<file path="src/rtl/jump_table_pkg.sv">
// Shared definitions for the jump-target table: default widths, pointer/target
// typedefs, invalidate FSM states and the clear-counter width helper.
package jump_table_pkg;

    localparam int JT_PTR_W  = 5;
    localparam int JT_ADDR_W = 12;
    localparam int JT_DEPTH  = 32;

    typedef logic [JT_PTR_W-1:0]  jptr_t;
    typedef logic [JT_ADDR_W-1:0] jaddr_t;

    typedef enum logic {
        IDLE  = 1'b0,
        CLEAR = 1'b1
    } jt_state_e;

    // Clear counter indexes DEPTH entries; a single-entry table still needs one bit.
    function automatic int cnt_width(input int depth);
        return (depth > 1) ? $clog2(depth) : 1;
    endfunction

endpackage

</file>
<file path="src/rtl/jump_table_clr_fsm.sv">
// Bulk-invalidate sequencer: walks the clear index from 0 to DEPTH-1, one entry
// per cycle, and blocks writes while walking.
module jump_table_clr_fsm
    import jump_table_pkg::*;
#(
    parameter int DEPTH = JT_DEPTH,
    parameter int CNT_W = cnt_width(DEPTH)
) (
    input  logic             Clk,
    input  logic             Reset,
    input  logic             clr_req,
    output logic             busy,
    output logic             clr_done,
    output logic             wr_ready,
    output logic             clr_en,
    output logic [CNT_W-1:0] clr_idx,
    output jt_state_e        state
);

    localparam logic [CNT_W-1:0] LAST_IDX = CNT_W'(DEPTH - 1);

    jt_state_e        state_q, state_d;
    logic [CNT_W-1:0] cnt_q, cnt_d;
    logic             done_q, done_d;

    always_comb begin
        state_d = state_q;
        cnt_d   = cnt_q;
        done_d  = 1'b0;
        case (state_q)
            IDLE: begin
                if (clr_req) begin
                    state_d = CLEAR;
                    cnt_d   = '0;
                end
            end
            CLEAR: begin
                // clr_req is deliberately ignored here so the walk never restarts.
                if (cnt_q == LAST_IDX) begin
                    state_d = IDLE;
                    cnt_d   = '0;
                    done_d  = 1'b1;
                end else begin
                    cnt_d = cnt_q + 1'b1;
                end
            end
            default: state_d = IDLE;
        endcase
    end

    always_ff @(posedge Clk or posedge Reset) begin
        if (Reset) begin
            state_q <= IDLE;
            cnt_q   <= '0;
            done_q  <= 1'b0;
        end else begin
            state_q <= state_d;
            cnt_q   <= cnt_d;
            done_q  <= done_d;
        end
    end

    assign busy     = (state_q == CLEAR);
    assign clr_done = done_q;
    assign wr_ready = (state_q == IDLE);
    assign clr_en   = (state_q == CLEAR);
    assign clr_idx  = cnt_q;
    assign state    = state_q;

endmodule

</file>
<file path="src/rtl/jump_table.sv">
// Runtime-programmable jump-target table with a registered one-cycle read,
// same-cycle write bypass and a sequenced bulk invalidate.
module jump_table
    import jump_table_pkg::*;
#(
    parameter int PTR_W  = JT_PTR_W,
    parameter int ADDR_W = JT_ADDR_W,
    parameter int DEPTH  = JT_DEPTH
) (
    input  logic              Clk,
    input  logic              Reset,
    input  logic              rd_en,
    input  logic [PTR_W-1:0]  Jptr,
    output logic [ADDR_W-1:0] Jump,
    output logic              hit,
    input  logic              we,
    input  logic [PTR_W-1:0]  waddr,
    input  logic [ADDR_W-1:0] wdata,
    output logic              wr_ready,
    input  logic              clr_req,
    output logic              busy,
    output logic              clr_done
);

    localparam int             CNT_W   = cnt_width(DEPTH);
    localparam logic [PTR_W:0] DEPTH_P = (PTR_W + 1)'(DEPTH);

    logic              clr_en;
    logic [CNT_W-1:0]  clr_idx;
    jt_state_e         fsm_state;

    logic [ADDR_W-1:0] data_mem [DEPTH];
    logic [DEPTH-1:0]  valid_q, valid_d;
    logic [ADDR_W-1:0] jump_q, jump_d;
    logic              hit_q, hit_d;

    logic wr_fire;
    logic rd_in_range;

    jump_table_clr_fsm #(
        .DEPTH (DEPTH),
        .CNT_W (CNT_W)
    ) u_clr_fsm (
        .Clk      (Clk),
        .Reset    (Reset),
        .clr_req  (clr_req),
        .busy     (busy),
        .clr_done (clr_done),
        .wr_ready (wr_ready),
        .clr_en   (clr_en),
        .clr_idx  (clr_idx),
        .state    (fsm_state)
    );

    // Out-of-range writes are still accepted (wr_ready high) but change nothing.
    assign wr_fire     = we && wr_ready && ({1'b0, waddr} < DEPTH_P);
    assign rd_in_range = ({1'b0, Jptr} < DEPTH_P);

    always_comb begin
        valid_d = valid_q;
        if (clr_en) valid_d[clr_idx] = 1'b0;
        if (wr_fire) valid_d[waddr] = 1'b1;
    end

    always_comb begin
        jump_d = jump_q;
        hit_d  = hit_q;
        if (rd_en) begin
            if (!rd_in_range) begin
                jump_d = '0;
                hit_d  = 1'b0;
            end else if (wr_fire && (waddr == Jptr)) begin
                jump_d = wdata;
                hit_d  = 1'b1;
            end else if (clr_en && (PTR_W'(clr_idx) == Jptr)) begin
                jump_d = '0;
                hit_d  = 1'b0;
            end else begin
                hit_d  = valid_q[Jptr];
                jump_d = valid_q[Jptr] ? data_mem[Jptr] : '0;
            end
        end
    end

    always_ff @(posedge Clk) begin
        if (wr_fire) data_mem[waddr] <= wdata;
    end

    always_ff @(posedge Clk or posedge Reset) begin
        if (Reset) begin
            valid_q <= '0;
            jump_q  <= '0;
            hit_q   <= 1'b0;
        end else begin
            valid_q <= valid_d;
            jump_q  <= jump_d;
            hit_q   <= hit_d;
        end
    end

    assign Jump = jump_q;
    assign hit  = hit_q;

endmodule

</file>
<file path="config.mk">
export PLATFORM = sky130hd
export DESIGN_NAME = jump_table
export DESIGN_NICKNAME = d
export VERILOG_FILES = /design/src/rtl/jump_table_pkg.sv /design/src/rtl/jump_table_clr_fsm.sv /design/src/rtl/jump_table.sv
export SDC_FILE = /design/constraint.sdc
export NUM_CORES = 1
export LEC_CHECK = 0
export BUFFER_PORTS_ARGS = -buffer_cell sky130_fd_sc_hd__buf_4
export CORE_UTILIZATION = 66
export CTS_CLUSTER_SIZE = 16
export DETAILED_ROUTE_END_ITERATION = 10
export GPL_TIMING_DRIVEN = 0
export PLACE_DENSITY_LB_ADDON = 0.12
export SYNTH_ARGS = -nofsm -noshare
export SYNTH_HDL_FRONTEND = slang
export SYNTH_SLANG_ARGS = --single-unit
</file>
<file path="constraint.sdc">
create_clock -name Clk -period 4.98 [get_ports Clk]
set_clock_uncertainty 0.2 [all_clocks]
set_input_delay 0.498 -clock Clk [delete_from_list [all_inputs] [get_ports Clk]]
set_output_delay 0.498 -clock Clk [all_outputs]
set_load 0.05 [all_outputs]
</file>
Word level (Yosys, flattened, before mapping)
Memories as Yosys holds them, arrays and structs flattened. Index checks and enable logic that the tools add are counted.

Bits in registers: 52. Memory bits (writable): 384. Logic and storage cells: 49. Memories kept: 1.

Memories: data_mem (words 32, width 12, read ports 1, clocked after Yosys merged registers in 0, wr ports 1, line jump_table.sv:32) `logic [ADDR_W-1:0] data_mem [DEPTH];`.

Add/sub/neg operators: 1. Order comparisons: 5. Equal/unequal tests: 4. Mux-type cells: 23. Bitwise gates (word level): 4. Reduce and logical (&&, ||, !) cells: 5.

Operators with widths (number): $mux W32 (2); $mux W12 (3); $and A32 B32 Y32 (1); $not A32 Y32 (1); $or A32 B32 Y32 (1); $lt A5 B6 Y1 const B (3); $mux W1 (11); $demux W1 S5 (2); $eq A5 B5 Y1 (2); $ge A5 B1 Y1 const B (2); $mux W5 (2); $pmux W5 S2 (1); $add A5 B1 Y5 const B (1); $bmux W1 S5 (1); $eq A5 B5 Y1 const B (1); $logic_and A1 B1 Y1 (5); $ne A2 B1 Y1 const B (1); $pmux W1 S2 (1); $not A1 Y1 (1).

Longest topological paths before layout
Gate-level depths: netlist of run 1.

Word-level depth: 9. Mapped depth: 10. Mapped depth without buffers: 6.

Hierarchy
From an unflattened synthesis of run 1, not the netlist that was laid out.

Cell total of the unflattened synthesis: 994. Area, all modules: 17511.8 um2.

Modules (own cells, without submodules): jump_table (instances 1, cells each 961, area an instance 17159.0 um2); jump_table_clr_fsm (instances 1, cells each 33, area an instance 352.8 um2).

Worst setup path before layout of run 1
OpenSTA, ideal clock, no wires.

Path type: reg-to-reg. Start point: reg u_clr_fsm.state_q, in the netlist u_clr_fsm.busy. End point: mem data_mem[12][0] in the netlist's numbering, enable pin. Data arrival time: 2414 ps. Data required time: 4400 ps. Setup slack: 1986 ps. Stages on the path, launching flop included: 7. Buffers on the path: 2. Clock period less this slack: 2994 ps. Cell sequence: dfrtp_1 inv_1 nand2_1 or3_1 clkbuf_1 clkbuf_1 nor2_1.

Cells in the longest elaborated chain, start to end: 4.

RTL lines: from (decl) (line jump_table_clr_fsm.sv:22) `jt_state_e state_q, state_d;`; from (signal assigned) (line jump_table_clr_fsm.sv:57) `state_q <= state_d;`; $not A1 Y1 (line jump_table_clr_fsm.sv:65) `assign wr_ready = (state_q == IDLE);`; net wr_ready (line jump_table.sv:19) `output logic wr_ready,`; $logic_and A1 B1 Y1 (line jump_table.sv:56) `assign wr_fire = we && wr_ready && ({1'b0, waddr} < DEPTH_P);`; $mux W1 (line jump_table.sv:86) `if (wr_fire) data_mem[waddr] <= wdata;`; $mux W1 (implied by the code) (line jump_table.sv:86); to (decl) (line jump_table.sv:32).

The timed path passes the listed nets, and every way through them passes these cells.

Final worst setup path of run 1
Start point: reg u_clr_fsm.state_q, in the netlist u_clr_fsm.busy. End point: mem data_mem[24][0] in the netlist's numbering, enable pin.

Cells in the longest elaborated chain, start to end: 4.

RTL lines (line): $not A1 Y1 (jump_table_clr_fsm.sv:65); $logic_and A1 B1 Y1 (jump_table.sv:56); $mux W1 (jump_table.sv:86); $mux W1 (implied by the code) (jump_table.sv:86).

No other way between the ends.

==> run summary, run 1 <==
GR Layer Usage met1 - 44.9%
Endpoints failing hold - 0
Drt first pass iters - 9
Reg power frac - 50.4%
Largest family of logic cells by synthesized area - multiplexers
Crit path max fanout - 12
GRT Overall Usage - 31.0%
Synth Area in Compound Gates - 7.24%
Layout cells sized above 1 - 11.7%
Grt ovf - 0
Commonest cells after routing, fill and taps aside - 384 x edfxtp_1, 198 x mux2i_1, 96 x a22oi_1, 75 x nand3_1, 71 x o21ai_0
Internal power - 6.32 mW
Hold Path Class - primary input to flop
Die Ht - 166 microns
Achievable clock frequency - 300 MHz
Final Cycle Share - 67.0%
Clk pwr share - 36.9%
Vias/cell - 6.67
Pin count of the biggest net entering global routing - 43
Initial Util - 67.6%
Wire per inst - 26.6 microns
Die ar. - 27400 sq um
Worst slack at placement - 1620 ps
Sequential area share after synthesis - 72.6%
Peak VDD IR - 380 uV
Routability Congestion - 0.871
Power density cells - 428 nW/um^2
Startpoint Class - flop
Endpoint type of the worst setup path - flop
Finish-stage setup viols - 0
CTS H-tree depth - 2
Row Count - 59
Min Tclk post-route - 3340 ps
Setup CP Type - flop to flop
Grt peak-use layer - met2
TritonCTS Buffers - 43
Area delta synth->final - 11.8%
Pwr Total - 8.46 mW
Initial antenna violation count - 0
Simple-gate share of the synthesized area - 5.15%
Reg clk slew, reported paths - 60 ps
Data arrival, critical path - 3280 ps
Buffers on Ports - 35
I/O pin total - 43
Vias in the first global route - 10200
Synth Area in XOR/XNOR - 0.595%
DIE WIDTH - 166 microns
Status - finished, violations left
Placed insts - 1490
Max cap viols - 0
FF+latch count, synth - 436
Multiplexer area fraction after synthesis - 12.0%
Met3 usage - 4.59%
Syn nets - 1151
R2R setup slack - 1640 ps
CTS Hold Buffers Added - 2
Setup TNS - 0 ps
Sw power - 2.14 mW
Finished Layout Cells - 1571
Sw Share - 25.3%
Distinct cells, synth - 37
Max-slew violations - 0
DR iter-0 viols - 1347
Routed Antenna Nets - 0
Clk_lat worst skew - 540 ps
Worst-margin pin slew - 1270 ps
Inserted Diodes - 0
Unrepaired setup endpoints after global routing - no
RR Startpoint - u_clr_fsm.busy$_DFF_PP0_
Setup WS post-layout - 1640 ps
CTS max path bufs - 3
First-pass GRT wire length - 62600 microns
CP required - 4930 ps
Slew HR - 14.8%
Failing checks - DRC
Synthesis warning total - 0
Comb power frac - 12.7%
CTS root buf - clkbuf_16
Synth Cell Area - 17700 sq um
CTS tree - built
Commonest non-fill, non-tap cell in the layout - edfxtp_1
Worst setup path start - u_clr_fsm.busy$_DFF_PP0_
CTS resizes - 0
Mean Syn Cell Area - 15.8 sq um
Global Route met2 Usage - 49.0%
Post-Synthesis Cells - 1119
Final wirelength - 41800 microns
Fill count - 1591
DP Wirelength - 26300 microns
Post-CTS setup repair buffer count - 0
Via count - 10500
Hold_sp - rd_en
Sink Count - 436
Core area - 26100 sq um
DRC Markers - 4
P_leak - 7.06 nW
Final layout net count - 1234
Adder-Cell Fraction of Synth Area - 0.354%
==> synth_stat cells (all sizes together) <==
library cell,number,area (sq um)
edfxtp,384,11500
mux2i,198,1980
a22oi,96,721
o21ai,81,443
nand3,75,375
dfrtp,52,1300
clkbuf,44,165
nor2,43,161
nand2,30,113
buf,28,164
nor2b,15,93.8
a21oi,14,70.1
xnor2,9,78.8
nand3b,7,52.6
inv,6,22.5
mux4,6,135
ha,5,62.6
and2,3,18.8
nand4,3,18.8
or3,3,18.8
or3b,3,26.3
xor2,3,26.3
nor3,2,10.0
a2111oi,1,15.0
a221oi,1,15.0
a2bb2oi,1,8.76
and3,1,6.26
and4,1,8.76
clkinv,1,3.75
mux2,1,11.3
nand2b,1,6.26
o31ai,1,7.51
==> per-layer routing <==
metal	routed length, microns	part of all wire (%)
met3	3960	9.5
met5	0	0
met2	19900	48
met4	1280	3.1
met1	16700	40
==> power by group through the flow <==
stage | sequential, mW | combinational (mW) | clock, mW
global placement | 4.33 | 1.02 | 0
global route | 4.28 | 1.15 | 3.27
CTS | 4.26 | 1.06 | 3.12
floorplan | 4.41 | 0.592 | 0
finish | 4.27 | 1.07 | 3.12
detailed placement | 4.34 | 1.05 | 0
==> per-stage QoR <==
step | instance area [sq um] | hold WS [ps] | util (%)
detailed placement | 18400 | 251 | 70.3
finish | 19800 | 173 | 75.6
CTS | 19800 | 151 | 75.6
global route | 19800 | 179 | 75.6
floorplan | 17700 | 264 | -
global placement | 18400 | 285 | 70.2
==> critical path, cell delays in order (launching register included) <==
cell and delay [ps]:
dfrtp_1 400, inv_1 200, nand2_1 150, or3_1 320
clkbuf_1 210, clkbuf_1 400, nor2_1 1070
==> area by class of cell <==
type	count	area, sq um	share of cell area (%)
Buffer	72	329	1.67
Clock buffer	61	1210	6.15
Clock inverter	18	151	0.766
Inverter	7	26.3	0.133
Multi-Input combinational cell	604	4490	22.7
Sequential cell	436	12800	64.9
Tap cell	335	419	2.12
Timing Repair Buffer	38	303	1.53
==> worst paths after layout <==
path,end,cells past startpoint
worst min register to register,valid_q[18]$_DFF_PP0_,2
worst max register to register,data_mem[24][0]$_DFFE_PP_,6
min in group asynchronous,valid_q[18]$_DFF_PP0_,3
worst min-delay path,Jump[6]$_DFFE_PP0P_,4
worst max-delay path,data_mem[24][0]$_DFFE_PP_,6
max in group asynchronous,Jump[3]$_DFFE_PP0P_,4
==> state kept, by name (all words and copies together) (netlist names) <==
signal and cells:
Jump 12, data_mem 384, hit 1, u_clr_fsm.busy 1
u_clr_fsm.clr_done 1, u_clr_fsm.clr_idx 5, valid_q 32
==> logic make-up after synthesis <==
family,count (synthesis)
flip-flops,436
multiplexers,205
AO/OA/AOI/OAI,195
AND/OR/NAND/NOR,187
buffers and inverters,79
XOR/XNOR,12
adder cells (fa/ha/maj),5
(Power assumes the default switching activity.)
==> run 2, diff against run 1 <==
ABC_AREA = 1   (was unset)
CORE_UTILIZATION = 56   (was 66)
clock period = 2.7 ns   (was 4.98 ns; I/O delays follow)
==> run 2 against run 1 <==
Via count grew 31%. Largest power group unchanged. Clock power is 87% higher. Critical endpoint is now data_mem[1][9]$_DFFE_PP_. The flow now finishes without violations. Final area is 10% higher.
==> run summary, run 2 <==
CP required - 2700 ps
Finished Layout Cells - 2350
Sink Count - 436
Achievable clock frequency - 379 MHz
Drt first pass iters - 6
Clk pwr share - 36.9%
Data arrival, critical path - 2630 ps
Async set-reset flop share out of synthesis - 11.9%
Initial Util - 57.3%
Layout cells sized above 1 - 13.8%
Die Ht - 185 microns
Crit path max fanout - 12
Routability Congestion - 0.966
TritonCTS Buffers - 45
Core area - 32700 sq um
Fill count - 2551
Setup WS post-layout - 61.8 ps
Synth Area in Compound Gates - 5.10%
Clk_lat worst skew - 550 ps
Distinct cells, synth - 31
Hold Path Class - primary input to flop
CP dominant cell by count - inv_2
Worst-margin pin slew - 872 ps
Grt peak-use layer - met2
First-pass GRT wire length - 80000 microns
Max-slew violations - 0
Die ar. - 34200 sq um
Top reg by flops - data_mem
Multiplexer area fraction after synthesis - 0%
Synth top cells by count - 517 x nand2_1, 384 x edfxtp_1, 252 x nand3_1
Wire per inst - 23.2 microns
Adder-Cell Fraction of Synth Area - 0.334%
Row Count - 66
Post-synth top area share - 61.5%
Max cap viols - 0
Commonest cells after routing, fill and taps aside - 517 x nand2_1, 384 x edfxtp_1, 252 x nand3_1, 139 x nor2_1, 117 x o21ai_0
Setup CP Type - flop to flop
Vias/cell - 5.85
Final wirelength - 54500 microns
Synth Cell Area - 18700 sq um
Syn nets - 1783
Max FFs per register - 384
Final layout net count - 1905
DP Wirelength - 36000 microns
Peak VDD IR - 552 uV
Vias in the first global route - 13000
Reg clk slew, reported paths - 60 ps
Endpoints failing hold - 0
Comb power frac - 13.3%
CTS tree - built
Pin count of the biggest net entering global routing - 39
Max incr delay on CP - 490 ps
Pwr Total - 15.8 mW
Buffers on Ports - 37
Commonest non-fill, non-tap cell in the layout - nand2_1
Endpoint type of the worst setup path - flop
Grt ovf - 0
Ys flop type - edfxtp_1
I/O pin total - 43
DIE WIDTH - 185 microns
Worst slack at placement - -688 ps
Initial antenna violation count - 0
Cell with the most instances after synthesis - nand2_1
DR iter-0 viols - 1713
Status - completed
Global Route met2 Usage - 51.5%
CTS max path bufs - 3
Finish-stage setup viols - 0
Min Tclk post-route - 2640 ps
Startpoint Class - flop
Sw Share - 26.8%
Via count - 13700
FF+latch count, synth - 436
Synthesis warning total - 0
Power density cells - 725 nW/um^2
Mean Syn Cell Area - 10.7 sq um
Post-Synthesis Cells - 1751
Reg power frac - 49.8%
Internal power - 11.6 mW
CTS root buf - clkbuf_16
Routed Antenna Nets - 0
Placed insts - 2231
Main area contributors after synthesis - edfxtp_1 62%, nand2_1 10%, dfrtp_1 6.9%
Area leader, netlist - edfxtp_1
CTS H-tree depth - 2
Met3 usage - 5.54%
GRT Overall Usage - 32.7%
Synth Area in XOR/XNOR - 0.234%
Worst path cell trace - buf_2, inv_2, nand2_1, inv_2, nand3_1, clkbuf_2, nor2_4
Largest family of logic cells by synthesized area - simple AND/OR/NAND/NOR gates
Final Cycle Share - 97.7%
DRC Markers - 0
Simple-gate share of the synthesized area - 20.8%
Sequential area share after synthesis - 68.5%
Slowest cell on the critical path - clkbuf_2
Post-synth EDFFs - 384
Unrepaired setup endpoints after global routing - no
Sw power - 4.24 mW
P_leak - 8.43 nW
Slew HR - 41.9%
GR Layer Usage met1 - 45.6%
Area delta synth->final - 16.4%
[run 2: changes by cell type after synthesis, moves of 27 or more]
cell | before | now
mux2i_1 | 198 | 0
nand3_1 | 75 | 252
buf_2 | 20 | 47
clkbuf_1 | 44 | 15
a22oi_1 | 96 | 0
o21ai_0 | 71 | 117
inv_1 | 6 | 83
nor2_1 | 43 | 171
nand2_1 | 30 | 517
[run 2: power groups by stage]
stage	Clock, mW	Combinational (mW)	Sequential (mW)
2_1_floorplan	0	1.16	8.07
3_3_place_gp	0	1.97	7.98
3_5_place_dp	0	2.03	7.99
4_1_cts	5.88	2.06	7.86
5_1_grt	6.13	2.29	7.90
6_report	5.83	2.10	7.87
[run 2: worst max-delay path: cells and delay by family, from the launching register on]
family                 cells  cell delay [ps]
DFF                        1              380
buffers and inverters      4              870
and+or+nand+nor            3              830
[run 2: per-layer routing]
metal  part of all wire [%]  up-vias
met1                     39     6600
met3                     11      119
li1                       -     6242
met4                    3.4        0
met5                      0        -
met2                     47      779
[run 2: area by class of cell]
cell class | count | area [sq um] | share of cell area, %
Antenna cell | 1 | 2.50 | 0.0115
Buffer | 103 | 619 | 2.84
Clock buffer | 52 | 1170 | 5.38
Clock inverter | 29 | 199 | 0.912
Inverter | 87 | 337 | 1.54
Multi-Input combinational cell | 1125 | 5190 | 23.8
Sequential cell | 436 | 12800 | 58.8
Tap cell | 442 | 553 | 2.54
Timing Repair Buffer | 75 | 898 | 4.12
[run 2: cells by family (layout without fill, tap and decap cells)]
family                     count (synthesis)  in the layout
xor gates and xnor gates                   5              5
and+or+nand+nor                          947            947
other                                      0              1
AOI/OAI and AO/OA                        168            168
adders and majority gates                  5              5
buffers and inverters                    190            346
DFF                                      436            436
[run 2: repair_timing]
item	in CTS	in global routing
buffers inserted	7	21
setup endpoints to repair	384	336
hold endpoints to repair	235	0
hold buffers	9	0
pin swaps	4	19
resized for setup	52	21
[run 2: path summary, 6_finish.rpt]
path / startpoint / end / slack, ps / depth (start not counted)
worst max-delay path: u_clr_fsm.busy$_DFF_PP0_ / data_mem[1][9]$_DFFE_PP_ / 60 / 7
worst min-delay path: wdata[7] / data_mem[12][7]$_DFFE_PP_ / 6 / 1
max in group asynchronous: Reset / valid_q[2]$_DFF_PP0_ / 1730 / 4
worst min register to register: valid_q[1]$_DFF_PP0_ / valid_q[1]$_DFF_PP0_ / 310 / 2
min in group asynchronous: Reset / u_clr_fsm.busy$_DFF_PP0_ / 50 / 3
worst max register to register: u_clr_fsm.busy$_DFF_PP0_ / data_mem[1][9]$_DFFE_PP_ / 60 / 7
[run 2: metrics by stage]
stage	utilization, %	setup TNS (ps)	hold WS (ps)	area [sq um]
floorplan	-	0	169	18700
global placement	59.8	-144260	286	19600
detailed placement	59.9	-161850	67.4	19600
CTS	65.2	-21440	0.989	21300
global route	66.7	0	6.04	21800
finish	66.7	0	6.22	21800
